===== src/rtl/step_generator_if.sv =====
// step_generator_if: CPU register bus between the address decoder (master) and a step generator (slave).
// Signals: enable (register select, held for the whole access), write (1 = write), addr_in (word index),
// data_in (write data), data_out (read data, zero when idle), ready (one-clock access acknowledge).
interface step_generator_if #(
  parameter int DATA_WIDTH = 32
);
  logic                  enable;
  logic                  write;
  logic [2:0]            addr_in;
  logic [DATA_WIDTH-1:0] data_in;
  logic [DATA_WIDTH-1:0] data_out;
  logic                  ready;
  modport master (output enable, write, addr_in, data_in, input data_out, ready);
  modport slave  (input enable, write, addr_in, data_in, output data_out, ready);
endinterface


===== src/rtl/step_generator.sv =====
// step_generator: memory-mapped step/direction pulse generator for one stepper-driver channel.
// Ports: clk_in (system clock), reset_in (async active-high reset), bus (register slave port),
// step_out (step pulse, active high), dir_out (direction), busy_out (move in progress).
// Optional macro STEP_POSITION_EN adds the signed POSITION register at word 6.
module step_generator #(
  parameter int DATA_WIDTH       = 32,
  parameter int DIR_SETUP_CYCLES = 8,
  parameter int PULSE_WIDTH_BITS = 16
) (
  input  logic            clk_in,
  input  logic            reset_in,
  step_generator_if.slave bus,
  output logic            step_out,
  output logic            dir_out,
  output logic            busy_out
);
  typedef enum logic [1:0] {S_IDLE, S_SETUP, S_HIGH, S_LOW} state_t;
  state_t r_state, w_next;
  logic r_en_d, r_ready, r_done, r_abort, r_step, r_dir;
  logic [DATA_WIDTH-1:0] r_period, r_count, r_rem, r_cnt, r_low;
  logic [PULSE_WIDTH_BITS-1:0] r_pulse;
  logic w_wr, w_rd, w_ctl, w_start, w_abort, w_set_done, w_high_entry, w_dec_rem, w_abort_nxt, w_cnt_zero;
  logic [DATA_WIDTH-1:0] w_pulse_eff, w_period_eff, w_cnt_nxt, w_rdata, w_pos_rd;
  assign w_wr        = r_ready & bus.write;
  assign w_rd        = r_ready & ~bus.write;
  assign w_ctl       = w_wr & (bus.addr_in == 3'd3);
  // abort wins over start in the same write
  assign w_start     = w_ctl & bus.data_in[0] & ~bus.data_in[2] & (r_state == S_IDLE);
  assign w_abort     = w_ctl & bus.data_in[2] & (r_state != S_IDLE);
  assign w_pulse_eff = (r_pulse == '0) ? DATA_WIDTH'(1) : DATA_WIDTH'(r_pulse);
  // period is stretched so the low time is never shorter than one clock
  assign w_period_eff = (r_period > w_pulse_eff) ? r_period : w_pulse_eff + DATA_WIDTH'(1);
  assign w_cnt_zero  = (r_cnt == '0);
  assign busy_out    = (r_state != S_IDLE);
  assign step_out    = r_step;
  assign dir_out     = r_dir;
  assign bus.ready   = r_ready;
  assign bus.data_out = r_ready & ~bus.write ? w_rdata : '0;
  always_comb begin
    w_next       = r_state;
    w_cnt_nxt    = r_cnt - DATA_WIDTH'(1);
    w_set_done   = 1'b0;
    w_high_entry = 1'b0;
    w_dec_rem    = 1'b0;
    w_abort_nxt  = r_abort;
    case (r_state)
      S_IDLE: begin
        w_cnt_nxt   = r_cnt;
        w_abort_nxt = 1'b0;
        if (w_start && r_count == '0) w_set_done = 1'b1;
        else if (w_start) begin
          w_next    = S_SETUP;
          w_cnt_nxt = DATA_WIDTH'(DIR_SETUP_CYCLES - 1);
        end
      end
      S_SETUP: begin
        if (w_abort) begin
          w_next     = S_IDLE;
          w_set_done = 1'b1;
        end else if (w_cnt_zero) begin
          w_next       = S_HIGH;
          w_high_entry = 1'b1;
          w_cnt_nxt    = w_pulse_eff - DATA_WIDTH'(1);
        end
      end
      S_HIGH: begin
        // an abort during the high phase is remembered so the pulse completes at full width
        if (w_abort) w_abort_nxt = 1'b1;
        if (w_cnt_zero) begin
          w_dec_rem = 1'b1;
          if (r_abort || w_abort) begin
            w_next     = S_IDLE;
            w_set_done = 1'b1;
          end else begin
            w_next    = S_LOW;
            w_cnt_nxt = r_low - DATA_WIDTH'(1);
          end
        end
      end
      default: begin
        if (w_abort || (w_cnt_zero && r_rem == '0)) begin
          w_next     = S_IDLE;
          w_set_done = 1'b1;
        end else if (w_cnt_zero) begin
          w_next       = S_HIGH;
          w_high_entry = 1'b1;
          w_cnt_nxt    = w_pulse_eff - DATA_WIDTH'(1);
        end
      end
    endcase
  end
  always_comb begin
    w_rdata = '0;
    case (bus.addr_in)
      3'd0:    w_rdata = r_period;
      3'd1:    w_rdata = DATA_WIDTH'(r_pulse);
      3'd2:    w_rdata = r_count;
      3'd4:    w_rdata = DATA_WIDTH'({r_done, busy_out});
      3'd5:    w_rdata = r_rem;
      3'd6:    w_rdata = w_pos_rd;
      default: w_rdata = '0;
    endcase
  end
  always_ff @(posedge clk_in or posedge reset_in) begin
    if (reset_in) begin
      r_state  <= S_IDLE;
      r_en_d   <= 1'b0;
      r_ready  <= 1'b0;
      r_done   <= 1'b0;
      r_abort  <= 1'b0;
      r_step   <= 1'b0;
      r_dir    <= 1'b0;
      r_period <= '0;
      r_pulse  <= '0;
      r_count  <= '0;
      r_rem    <= '0;
      r_cnt    <= '0;
      r_low    <= '0;
    end else begin
      r_state <= w_next;
      r_cnt   <= w_cnt_nxt;
      r_abort <= w_abort_nxt;
      r_step  <= (w_next == S_HIGH);
      r_en_d  <= bus.enable;
      r_ready <= bus.enable & ~r_en_d;
      // a done being set outranks a simultaneous STATUS-read clear
      r_done  <= w_set_done | (r_done & ~w_start & ~(w_rd & (bus.addr_in == 3'd4)));
      if (w_start) begin
        r_dir <= bus.data_in[1];
        r_rem <= r_count;
      end else if (w_dec_rem) r_rem <= r_rem - DATA_WIDTH'(1);
      // low time is frozen at each rising edge so PERIOD/PULSE writes only affect the next pulse
      if (w_high_entry) r_low <= w_period_eff - w_pulse_eff;
      if (w_wr && bus.addr_in == 3'd0) r_period <= bus.data_in;
      if (w_wr && bus.addr_in == 3'd1) r_pulse <= bus.data_in[PULSE_WIDTH_BITS-1:0];
      if (w_wr && bus.addr_in == 3'd2) r_count <= bus.data_in;
    end
  end
`ifdef STEP_POSITION_EN
  logic [DATA_WIDTH-1:0] r_pos;
  always_ff @(posedge clk_in or posedge reset_in) begin
    if (reset_in) r_pos <= '0;
    else if (w_high_entry) r_pos <= r_dir ? r_pos + DATA_WIDTH'(1) : r_pos - DATA_WIDTH'(1);
    else if (w_wr && bus.addr_in == 3'd6 && r_state == S_IDLE) r_pos <= bus.data_in;
  end
  assign w_pos_rd = r_pos;
`else
  assign w_pos_rd = '0;
`endif
endmodule


===== src/flat_wrapper.sv =====
// flat-port wrapper written by rule: the top's interface ports become plain ports
module step_generator_flat 
#(
  parameter int DATA_WIDTH       = 32,
  parameter int DIR_SETUP_CYCLES = 8,
  parameter int PULSE_WIDTH_BITS = 16
)
  (clk_in, reset_in, step_out, dir_out, busy_out, bus_enable, bus_write, bus_addr_in, bus_data_in, bus_data_out, bus_ready);
  step_generator_if #(.DATA_WIDTH(DATA_WIDTH)) bus_i ();
  input  logic clk_in;
  input  logic reset_in;
  output logic step_out;
  output logic dir_out;
  output logic busy_out;
  input wire logic [$bits(bus_i.enable)-1:0] bus_enable;
  input wire logic [$bits(bus_i.write)-1:0] bus_write;
  input wire logic [$bits(bus_i.addr_in)-1:0] bus_addr_in;
  input wire logic [$bits(bus_i.data_in)-1:0] bus_data_in;
  output wire logic [$bits(bus_i.data_out)-1:0] bus_data_out;
  output wire logic [$bits(bus_i.ready)-1:0] bus_ready;
  assign bus_i.enable = bus_enable;
  assign bus_i.write = bus_write;
  assign bus_i.addr_in = bus_addr_in;
  assign bus_i.data_in = bus_data_in;
  assign bus_data_out = bus_i.data_out;
  assign bus_ready = bus_i.ready;
  step_generator #(.DATA_WIDTH(DATA_WIDTH), .DIR_SETUP_CYCLES(DIR_SETUP_CYCLES), .PULSE_WIDTH_BITS(PULSE_WIDTH_BITS)) u_core (.clk_in(clk_in), .reset_in(reset_in), .bus(bus_i), .step_out(step_out), .dir_out(dir_out), .busy_out(busy_out));
endmodule

===== config.mk =====
export PLATFORM = sky130hd
export DESIGN_NAME = step_generator_flat
export DESIGN_NICKNAME = d
export VERILOG_FILES = /design/src/rtl/step_generator_if.sv /design/src/rtl/step_generator.sv /design/src/flat_wrapper.sv
export SDC_FILE = /design/constraint.sdc
export NUM_CORES = 1
export LEC_CHECK = 0
export CAP_MARGIN = 20
export CORE_ASPECT_RATIO = 0.9
export CORE_UTILIZATION = 60
export CTS_BUF_LIST = sky130_fd_sc_hd__clkbuf_4 sky130_fd_sc_hd__clkbuf_8
export DETAILED_ROUTE_END_ITERATION = 7
export GPL_TIMING_DRIVEN = 0
export PLACE_DENSITY_LB_ADDON = 0.08
export RECOVER_POWER = 25
export SETUP_SLACK_MARGIN = 0.3
export SLEW_MARGIN = 0
export SYNTH_ARGS = -nofsm -noshare
export SYNTH_HDL_FRONTEND = slang
export SYNTH_SLANG_ARGS = --single-unit

===== constraint.sdc =====
create_clock -name clk_in -period 7.91 [get_ports clk_in]
set_input_delay 0.791 -clock clk_in [delete_from_list [all_inputs] [get_ports clk_in]]
set_output_delay 0.791 -clock clk_in [all_outputs]
set_load 0.02 [all_outputs]

==> reports/qor.yml, run 1 <==
clock_network:
  clock-sinks: 184
  hold_buffers: 0
  ctsResizeCount: 0
  cts-root-buf: "clkbuf_8"
  post_cts_buffers: 0
  clk-insertion-delay-late_ns: 0.50
  ctsLongestPathBuffers: 2
  htree_levels: 4
  cts_made_buffers: 17
  cts_tree: "yes"
  clk_pin_slew_ns: 0.12
yosys:
  synth_ff_type: "dfrtp_1"
  ys_seq_elements: 184
  synth-edff-count: 0
  synth-simple-area-share_pct: 22.4
  synth_top_area_share_pct: 37.2
  synth_area_mm2: 0.0124
  yosysSeqAreaShare_pct: 37.2
  syn_avg_cell_area_um2: 8.60
  synth_top_family_by_area: "simple AND/OR/NAND/NOR gates"
  yosys_warnings: 0
  synth_nets: 1515
  synth_cells: 1438
  synth_top_area_cell: "dfrtp_1"
  yosysMostFrequentCell: "dfrtp_1"
  netlist_top_cells_count: "184 x dfrtp_1, 169 x nand2_1, 147 x nor2_1"
  yosys.area_share.adder_pct: 3.91
  async_reset_ff_share_pct: 100
  netlist_top_cells_area: "dfrtp_1 37%, mux2_2 7.7%, o21ai_0 5.3%"
  yosys.area_share.xor_xnor_pct: 6.59
  synth_cell_type_count: 74
  synth_compound_area_share_pct: 17.2
  synth_mux_area_share_pct: 9.40
place:
  post_dp_cell_area_mm2: 0.0135
  pre_cts_ws_ns: 1.41
  place_congestion: 0.962
  dp.cells: 1768
  io_buffers: 72
  post-dp-hpwl_um: 28600
floorplanning:
  die_y_um: 138
  die-area_mm2: 0.0212
  pin_count: 75
  rows: 49
  die_w_um: 153
  start_util_pct: 61.5
  core_mm2: 0.0201
worst_hold_path:
  hp-class: "flip-flop to flip-flop"
sta:
  setup_viol: 0
  period_minus_slack_ns: 6.59
  slew_headroom_pct: -99.4
  clock_skew_ns: 0.0212
  worst-slew-pin-transition_ns: 2.97
  rsz0062_at_grt: "no"
  hold_violations: 0
  fin_ws_ns: 1.32
  post-route-period-util_pct: 83.3
  drv_slew: 187
  maxClockFrequency_mhz: 152
detailed_routing:
  routedWlPerCell_um: 21.1
  drt_iter0_markers: 1357
  dr_total_vias: 11814
  avgViaCountPerCell: 6.56
  drt_pre_antenna_iters: 6
  ant_nets: 0
  wl_um: 38000
  drcViolationCount: 0
worst_setup_path:
  cp-endpoint: "u_core.r_low[21]"
  startpoint_type: "flip-flop"
  cp_num_buf_inv: 3
  crit_path_end_kind: "flip-flop"
  cp_top_family: "simple AND/OR/NAND/NOR gates"
  rr_worst_depth: 25
  crit_fanout: 10
  r2r_start: "u_core.r_pulse[7]"
  cp-startpoint: "u_core.r_pulse[7]"
  cpMaxStageDelayCell: "or4_1"
  r2r_slack_ns: 1.32
  path_common_cell: "nand2_1"
  cpPeakStageDelay_ns: 0.61
  worst-path-stages: 25
  crit_required_ns: 8.32
  crit-reg2reg-capture: "u_core.r_low[21]"
  crit_type: "flip-flop to flip-flop"
  crit_arrival_ns: 7.00
power_and_ir_drop:
  powerDensity_mw_per_mm2: 293
  ir_worst_vdd_mv: 0.177
  p_leak_uw: 0.00570
grt:
  grt_pass1_wl_um: 61500
  grt_pass1_vias: 11160
  grt_use_total_pct: 37.0
  grt_max_degree: 118
  grt.overflow.total: 0
  antenna_found_initial: 0
outcome:
  outcome: "complete, but fails checks"
  violations: "capacitance limit, slew limit"
layout:
  area_delta_synth_final_pct: 11.9
  final_area_mm2: 0.0138
  antenna_cells: 0
  finalNonFillerCells: 1801
  layout-drive-gt1-share_pct: 9.77
  multiInputGateArea_mm2: 0.00735
  regArea_mm2: 0.00460
  n_fill_cell: 1689
  fin_nets: 1610
job:
  maxCapViolCount: 2
[worst reg2reg max path, stage by stage, from the launching register on]
cell      delay, ns
dfrtp_1        0.49
or4_1          0.61
nor4_1         0.61
and2_1         0.23
a21oi_1        0.12
inv_1          0.13
ha_1           0.16
nor2b_1        0.05
o211ai_1       0.17
a211o_1        0.15
o211ai_1       0.11
nand2_1        0.08
nand3b_1       0.14
clkbuf_1       0.30
nand2_1        0.13
o21ai_0        0.14
ha_1           0.41
a21oi_1        0.24
nand2_1        0.08
nor4_1         0.50
nor3b_1        0.16
o31ai_1        0.33
buf_2          0.27
or4b_2         0.62
xor2_1         0.16
o21ai_0        0.13
[final cells by class]
class | instances | area share [%]
Clock buffer | 18 | 1.74
Tap cell | 255 | 2.30
Clock inverter | 14 | 1.26
Sequential cell | 184 | 33.3
Multi-Input combinational cell | 1152 | 53.1
Inverter | 35 | 0.958
Buffer | 67 | 2.01
Timing Repair Buffer | 76 | 5.35
[layer usage]
layer  global-route usage (%)  vias up  share of wire (%)
met4                     11.7        0                2.7
met5                        0        -                  0
li1                         -     5427                  -
met1                     53.3     5646                 43
met2                     56.5      656                 45
met3                     6.77       85                9.5
[metrics by stage]
stage / utilization, % / TNS (ns) / power (uW) / hold WS, ns
floorplan: - / 0 / 2810 / 0.378
global placement: 66.7 / -94.30 / 3300 / 0.385
detailed placement: 66.9 / 0 / 3340 / 0.395
CTS: 69.0 / 0 / 4020 / 0.411
global route: 68.8 / 0 / 4320 / 0.426
finish: 68.8 / 0 / 4060 / 0.406
[how the worst min path moves through the flow]
stage,from,end,slack (ns),cells after the start
after floorplan,u_core.r_en_d,u_core.bus.ready,0.38,1
after global placement,u_core.r_en_d,u_core.bus.ready,0.38,1
after detailed placement,u_core.r_en_d,u_core.bus.ready,0.39,1
after CTS,u_core.r_en_d,u_core.bus.ready,0.41,1
after global routing,u_core.r_en_d,u_core.bus.ready,0.43,1
final,u_core.r_en_d,u_core.bus.ready,0.41,1
[cells by family after synthesis]
| kind of cell | Yosys count |
|---|---|
| compound gates | 351 |
| simple gates | 567 |
| mux | 103 |
| buf+inv | 102 |
| xor+xnor | 93 |
| fa+ha+maj | 38 |
| flops | 184 |
[sequential cells by signal (all words and copies together), names as in the netlist, 2 cells and up]
signal           flops
u_core.r_count      32
u_core.r_cnt        32
u_core.r_period     32
u_core.r_low        32
u_core.r_rem        32
u_core.r_state       2
u_core.r_pulse      16
[placed cells by master, fill, tap and decap left out, types with 37 or more instances in the layout]
cell type          n
dfrtp_1          184
nand2_1          169
nor2_1           147
o21ai_0          130
a21oi_1           90
mux2_2            85
clkdlybuf4s50_1   70
xnor2_1           65
clkbuf_1          56
nor3_1            49
nor4_1            41
nand3_1           37
ha_1              37
[where the power goes]
group	total (uW)	leakage, uW	internal, uW	switching [uW]
Sequential	1410	0.00232	1140	272
Combinational	1970	0.00318	829	1140
Clock	685	0.000211	274	411
Power figures use the tool's default switching activity.
==> inputs of run 2 (changes only) <==
--- a/config.mk
+++ b/config.mk
@@ -7,7 +7,7 @@
 export LEC_CHECK = 0
 export CAP_MARGIN = 20
 export CORE_ASPECT_RATIO = 0.9
-export CORE_UTILIZATION = 60
+export CORE_UTILIZATION = 56
 export CTS_BUF_LIST = sky130_fd_sc_hd__clkbuf_4 sky130_fd_sc_hd__clkbuf_8
 export DETAILED_ROUTE_END_ITERATION = 7
 export GPL_TIMING_DRIVEN = 0
==> constraint.sdc (replaced) <==
create_clock -name clk_in -period 5.4 [get_ports clk_in]
set_input_delay 0.54 -clock clk_in [delete_from_list [all_inputs] [get_ports clk_in]]
set_output_delay 0.54 -clock clk_in [all_outputs]
set_load 0.02 [all_outputs]
==> run 2 against run 1 <==
  * The run still ends with capacitance limit, slew limit left
  * Sequential share of layout area shrank 1.9 points
  * First-iteration DRC count shrank 3.7%
  * Wire length grew 4.8%
  * Non-clock buffer count grew 57
  * Total power grew 53%
  * Clock power grew 43%
  * Register-to-register slack lost 1.2 ns
  * Design area grew 6.2%
  * Sequential power grew 47%
  * Cell count grew 5.2%
  * Die area grew 7.0%
==> reports/qor.yml, run 2 (synthesis gave the netlist of run 1 again) <==
outcome:
  outcome: "complete, but fails checks"
  violations: "capacitance limit, slew limit"
sta:
  drv_slew: 98
  maxClockFrequency_mhz: 190
  hold_violations: 0
  whs_ns: 0.406
  period_minus_slack_ns: 5.27
  rsz0062_at_grt: "yes"
  slew_headroom_pct: -44.2
  post-route-period-util_pct: 97.6
  setup_viol: 0
  clock_skew_ns: 0.0234
  worst-slew-pin-transition_ns: 2.16
layout:
  area_delta_synth_final_pct: 18.8
  fin_nets: 1667
  mostFrequentLayoutCell: "dfrtp_1"
  final_cell_mix: "181 x dfrtp_1, 168 x nand2_1, 146 x nor2_1, 115 x o21ai_0, 85 x a21oi_1"
  antenna_cells: 0
  layout-drive-gt1-share_pct: 15.5
  final_area_mm2: 0.0147
detailed_routing:
  avgViaCountPerCell: 6.37
  routedWlPerCell_um: 21.0
  ant_nets: 0
  drcViolationCount: 0
  wl_um: 39900
  drt_pre_antenna_iters: 6
  dr_total_vias: 12074
  drt_iter0_markers: 1307
power_and_ir_drop:
  p_leak_uw: 0.00608
  ir_worst_vdd_mv: 0.212
  powerDensity_mw_per_mm2: 424
place:
  io_buffers: 72
  post-dp-hpwl_um: 29200
  place_congestion: 0.959
  post_dp_cell_area_mm2: 0.0136
grt:
  grt_max_degree: 40
  grt_pass1_wl_um: 62400
  grt_use_total_pct: 36.1
  grt_pass1_vias: 11456
  antenna_found_initial: 0
  grt.overflow.total: 0
worst_setup_path:
  cpPeakStageDelay_ns: 0.46
  crit_fanout: 9
  crit_type: "flip-flop to flip-flop"
  cp_num_buf_inv: 4
  crit_path_end_kind: "flip-flop"
  startpoint_type: "flip-flop"
  cpMaxStageDelayCell: "or4b_4"
  crit_arrival_ns: 5.62
  crit_required_ns: 5.75
  cp_top_family: "simple AND/OR/NAND/NOR gates"
floorplanning:
  core_mm2: 0.0216
  start_util_pct: 57.2
  die_w_um: 159
  die-area_mm2: 0.0227
  rows: 51
  die_y_um: 143
  pin_count: 75
clock_network:
  cts-root-buf: "clkbuf_8"
  cts_tree: "yes"
  ctsLongestPathBuffers: 2
  clock-sinks: 184
  cts_made_buffers: 17
  htree_levels: 4
  clk-insertion-delay-late_ns: 0.48
  clk_pin_slew_ns: 0.10
worst_hold_path:
  hp-class: "flip-flop to flip-flop"
job:
  maxCapViolCount: 3
run 2: cell types whose count changed in the layout (fill, tap and decap cells not counted), moves of 4 or more:
cell and change:
o21ai_0 -15, o21ai_1 +13, clkbuf_8 +4, nor4b_1 -6, buf_4 +48, nor4b_4 +4
a21oi_1 -5, ha_1 -4
run 2: path summary, 6_finish.rpt:
check | end | from | slack, ns | depth (start not counted)
setup / recovery | u_core.r_low[21] | u_core.r_pulse[12] | 0.13 | 25
hold / removal | u_core.bus.ready | u_core.r_en_d | 0.41 | 1
setup reg to reg | u_core.r_low[21] | u_core.r_pulse[12] | 0.13 | 25
hold reg to reg | u_core.bus.ready | u_core.r_en_d | 0.41 | 1
max in group asynchronous | u_core.r_count[19] | reset_in | 1.70 | 4
min in group asynchronous | u_core.r_count[5] | reset_in | 0.55 | 2
run 2: final cells by class:
class,count,area [um^2]
multi-input cells,1152,7640
plain buffers,67,309
clock inverters,14,179
fillers,1761,6940
inverters,35,133
clock buffers,18,241
repair buffers,133,1220
well taps,291,364
flip-flops and latches,184,4610
run 2: per-layer routing:
| metal | share of wire [%] | track usage (%) | vias to the layer above |
|---|---|---|---|
| met5 | 0 | 0 | - |
| met4 | 2.5 | 11.1 | 0 |
| li1 | - | - | 5532 |
| met1 | 43 | 50.6 | 5798 |
| met2 | 46 | 57.1 | 665 |
| met3 | 8.4 | 5.55 | 79 |
run 2: timing repair:
item                                    CTS  global route
setup buffers                            46             6
pin swaps                                27            23
hold buffers                              0             0
endpoints found under the setup margin   21            25
gates cloned                              2             0
resized for setup                        60            23
run 2: power by group:
part | internal [uW] | switching, uW
clock | 402 | 580
combinational | 1400 | 1790
sequential | 1660 | 401
total | 3460 | 2770
run 2: metrics by stage:
stage          total power [uW]  setup WS [ns]  TNS, ns  util [%]  instances
3_5_place_dp               4910         -0.706    -8.11      62.8       1807
2_1_floorplan              4120          0.309        0         -       1438
6_report                   6230          0.129        0      67.9       1894
3_3_place_gp               4840         -0.650    -7.16      62.3       1801
4_1_cts                    6100          0.307        0      67.5       1887
5_1_grt                    6630        -0.0721   -0.146      67.9       1894
==> inputs of run 3 (changes only) <==
--- a/config.mk
+++ b/config.mk
@@ -5,12 +5,12 @@
 export SDC_FILE = /design/constraint.sdc
 export NUM_CORES = 1
 export LEC_CHECK = 0
-export CAP_MARGIN = 20
 export CORE_ASPECT_RATIO = 0.9
 export CORE_UTILIZATION = 56
 export CTS_BUF_LIST = sky130_fd_sc_hd__clkbuf_4 sky130_fd_sc_hd__clkbuf_8
 export DETAILED_ROUTE_END_ITERATION = 7
 export GPL_TIMING_DRIVEN = 0
+export HOLD_SLACK_MARGIN = 0.12
 export PLACE_DENSITY_LB_ADDON = 0.08
 export RECOVER_POWER = 25
 export SETUP_SLACK_MARGIN = 0.3
==> run 3 against run 2 <==
  * The run ends with capacitance limit, slew limit, setup timing left
  * Core utilization shrank 0.97 points
  * Global-route usage grew 0.12 points
  * Wire length shrank 0.34%
  * Sequential share of layout area grew 0.46 points
  * Worst hold slack lost 0.0016 ns
  * Combinational power shrank 3%
  * Critical path depth shrank 1
  * Die area is the same
  * Cell count shrank 0.84%
  * Total power shrank 1.1%
  * Register-to-register slack lost 0.16 ns
  * Highest routed layer unchanged
  * Non-clock buffer count shrank 16
==> reports/qor.yml, run 3 (synthesis gave the netlist of run 1 again) <==
clock_network:
  cts_tree: "yes"
  cts-root-buf: "clkbuf_8"
  cts_made_buffers: 17
  clk-insertion-delay-late_ns: 0.50
  ctsLongestPathBuffers: 2
  htree_levels: 4
  clk_pin_slew_ns: 0.11
  clock-sinks: 184
power_and_ir_drop:
  ir_worst_vdd_mv: 0.209
  p_total_uw: 6160
  p_leak_uw: 0.00596
  powerDensity_mw_per_mm2: 425
sta:
  period_minus_slack_ns: 5.43
  fin_ws_ns: -0.0265
  maxClockFrequency_mhz: 184
  rsz0062_at_grt: "yes"
  hold_violations: 0
  worst-slew-pin-transition_ns: 2.13
  tns_ns: -0.0265
  post-route-period-util_pct: 100
  drv_slew: 71
  clock_skew_ns: 0.0217
  setup_viol: 1
  slew_headroom_pct: -41.7
floorplanning:
  rows: 51
  die_y_um: 143
  die_w_um: 159
  die-area_mm2: 0.0227
  pin_count: 75
  start_util_pct: 57.2
  core_mm2: 0.0216
worst_setup_path:
  cpPeakStageDelay_ns: 0.56
  cp_top_family: "simple AND/OR/NAND/NOR gates"
  crit_arrival_ns: 5.80
  crit_type: "flip-flop to flip-flop"
  crit_path_cell_trace: "or4_4 -> nor4_4 -> and2_4 -> a21oi_4 -> inv_2 -> ha_4 -> nor2b_1 -> o211ai_1 -> a211o_1 -> o211ai_1 -> nand2_1 -> nand3b_1 -> buf_4 -> buf_6 -> mux2_4 -> ha_4 -> nor2b_4 -> o2111a_2 -> nor4_4 -> nor3b_2 -> o31ai_4 -> or4b_4 -> xor2_1 -> o21ai_1"
  crit_path_end_kind: "flip-flop"
  crit_fanout: 5
  startpoint_type: "flip-flop"
  cpMaxStageDelayCell: "or4_4"
  crit_required_ns: 5.77
  cp_num_buf_inv: 3
layout:
  regArea_mm2: 0.00461
  n_fill_cell: 1810
  final_cell_mix: "181 x dfrtp_1, 169 x nand2_1, 147 x nor2_1, 125 x o21ai_0, 87 x a21oi_1"
  area_delta_synth_final_pct: 17.1
  fin_nets: 1651
  final_area_mm2: 0.0145
  antenna_cells: 0
  multiInputGateArea_mm2: 0.00755
  mostFrequentLayoutCell: "dfrtp_1"
  layout-drive-gt1-share_pct: 14.2
worst_hold_path:
  hp-class: "flip-flop to flip-flop"
detailed_routing:
  routedWlPerCell_um: 21.2
  drt_iter0_markers: 1322
  drt_pre_antenna_iters: 5
  ant_nets: 0
  wl_um: 39700
  dr_total_vias: 12020
  drcViolationCount: 0
  avgViaCountPerCell: 6.40
grt:
  antenna_found_initial: 0
  grt_use_total_pct: 36.2
  grt_pass1_vias: 11210
  grt_max_degree: 40
  grt_pass1_wl_um: 62300
  grt.overflow.total: 0
place:
  io_buffers: 72
  post_dp_cell_area_mm2: 0.0136
  post-dp-hpwl_um: 29100
  place_congestion: 0.959
job:
  maxCapViolCount: 3
outcome:
  violations: "capacitance limit, slew limit, setup timing"
  outcome: "complete, but fails checks"
[run 3: area by class of cell]
type	count	share of cell area, %
multi-input cells	1152	52.2
flip-flops and latches	184	31.8
repair buffers	117	7.54
well taps	291	2.51
plain buffers	67	2.14
clock buffers	18	1.67
clock inverters	14	1.25
inverters	35	0.916
[run 3: per-layer routing]
metal  up-vias  GRT usage [%]  part of all wire, %
li1       5486              -                    -
met1      5839           51.1                   44
met2       605           56.0                   45
met3        90           6.22                  8.1
met4         0           12.2                  3.0
met5         -              0                    0
[run 3: repair_timing]
action | CTS | global route
cloned | 2 | 0
hold buffers | 0 | 0
gates resized for setup | 45 | 12
setup endpoints to repair | 22 | 26
buffers inserted | 30 | 8
pin swaps | 19 | 12
[run 3: stage by stage]
stage               setup slack [ns]  util, %  cells  hold WS [ns]
finish                       -0.0265     67.0   1878         0.404
global placement              -0.650     62.3   1801         0.385
global route                  -0.226     67.0   1878         0.418
CTS                            0.114     66.7   1870         0.372
floorplan                      0.309        -   1438         0.378
detailed placement            -0.689     62.7   1806         0.396
[run 3: final timing paths]
kind                                   start                  to  slack, ns  cells past startpoint
max in group asynchronous           reset_in  u_core.r_count[19]       1.74                      4
max reg2reg                u_core.r_pulse[5]    u_core.r_low[21]      -0.03                     24
max                        u_core.r_pulse[5]    u_core.r_low[21]      -0.03                     24
min                            u_core.r_en_d    u_core.bus.ready       0.40                      1
min in group asynchronous           reset_in   u_core.r_count[5]       0.54                      2
min reg2reg                    u_core.r_en_d    u_core.bus.ready       0.40                      1
[run 3: power by group]
part	internal, uW	switching (uW)
clock	403	604
combinational	1340	1760
sequential	1660	393
total	3410	2750
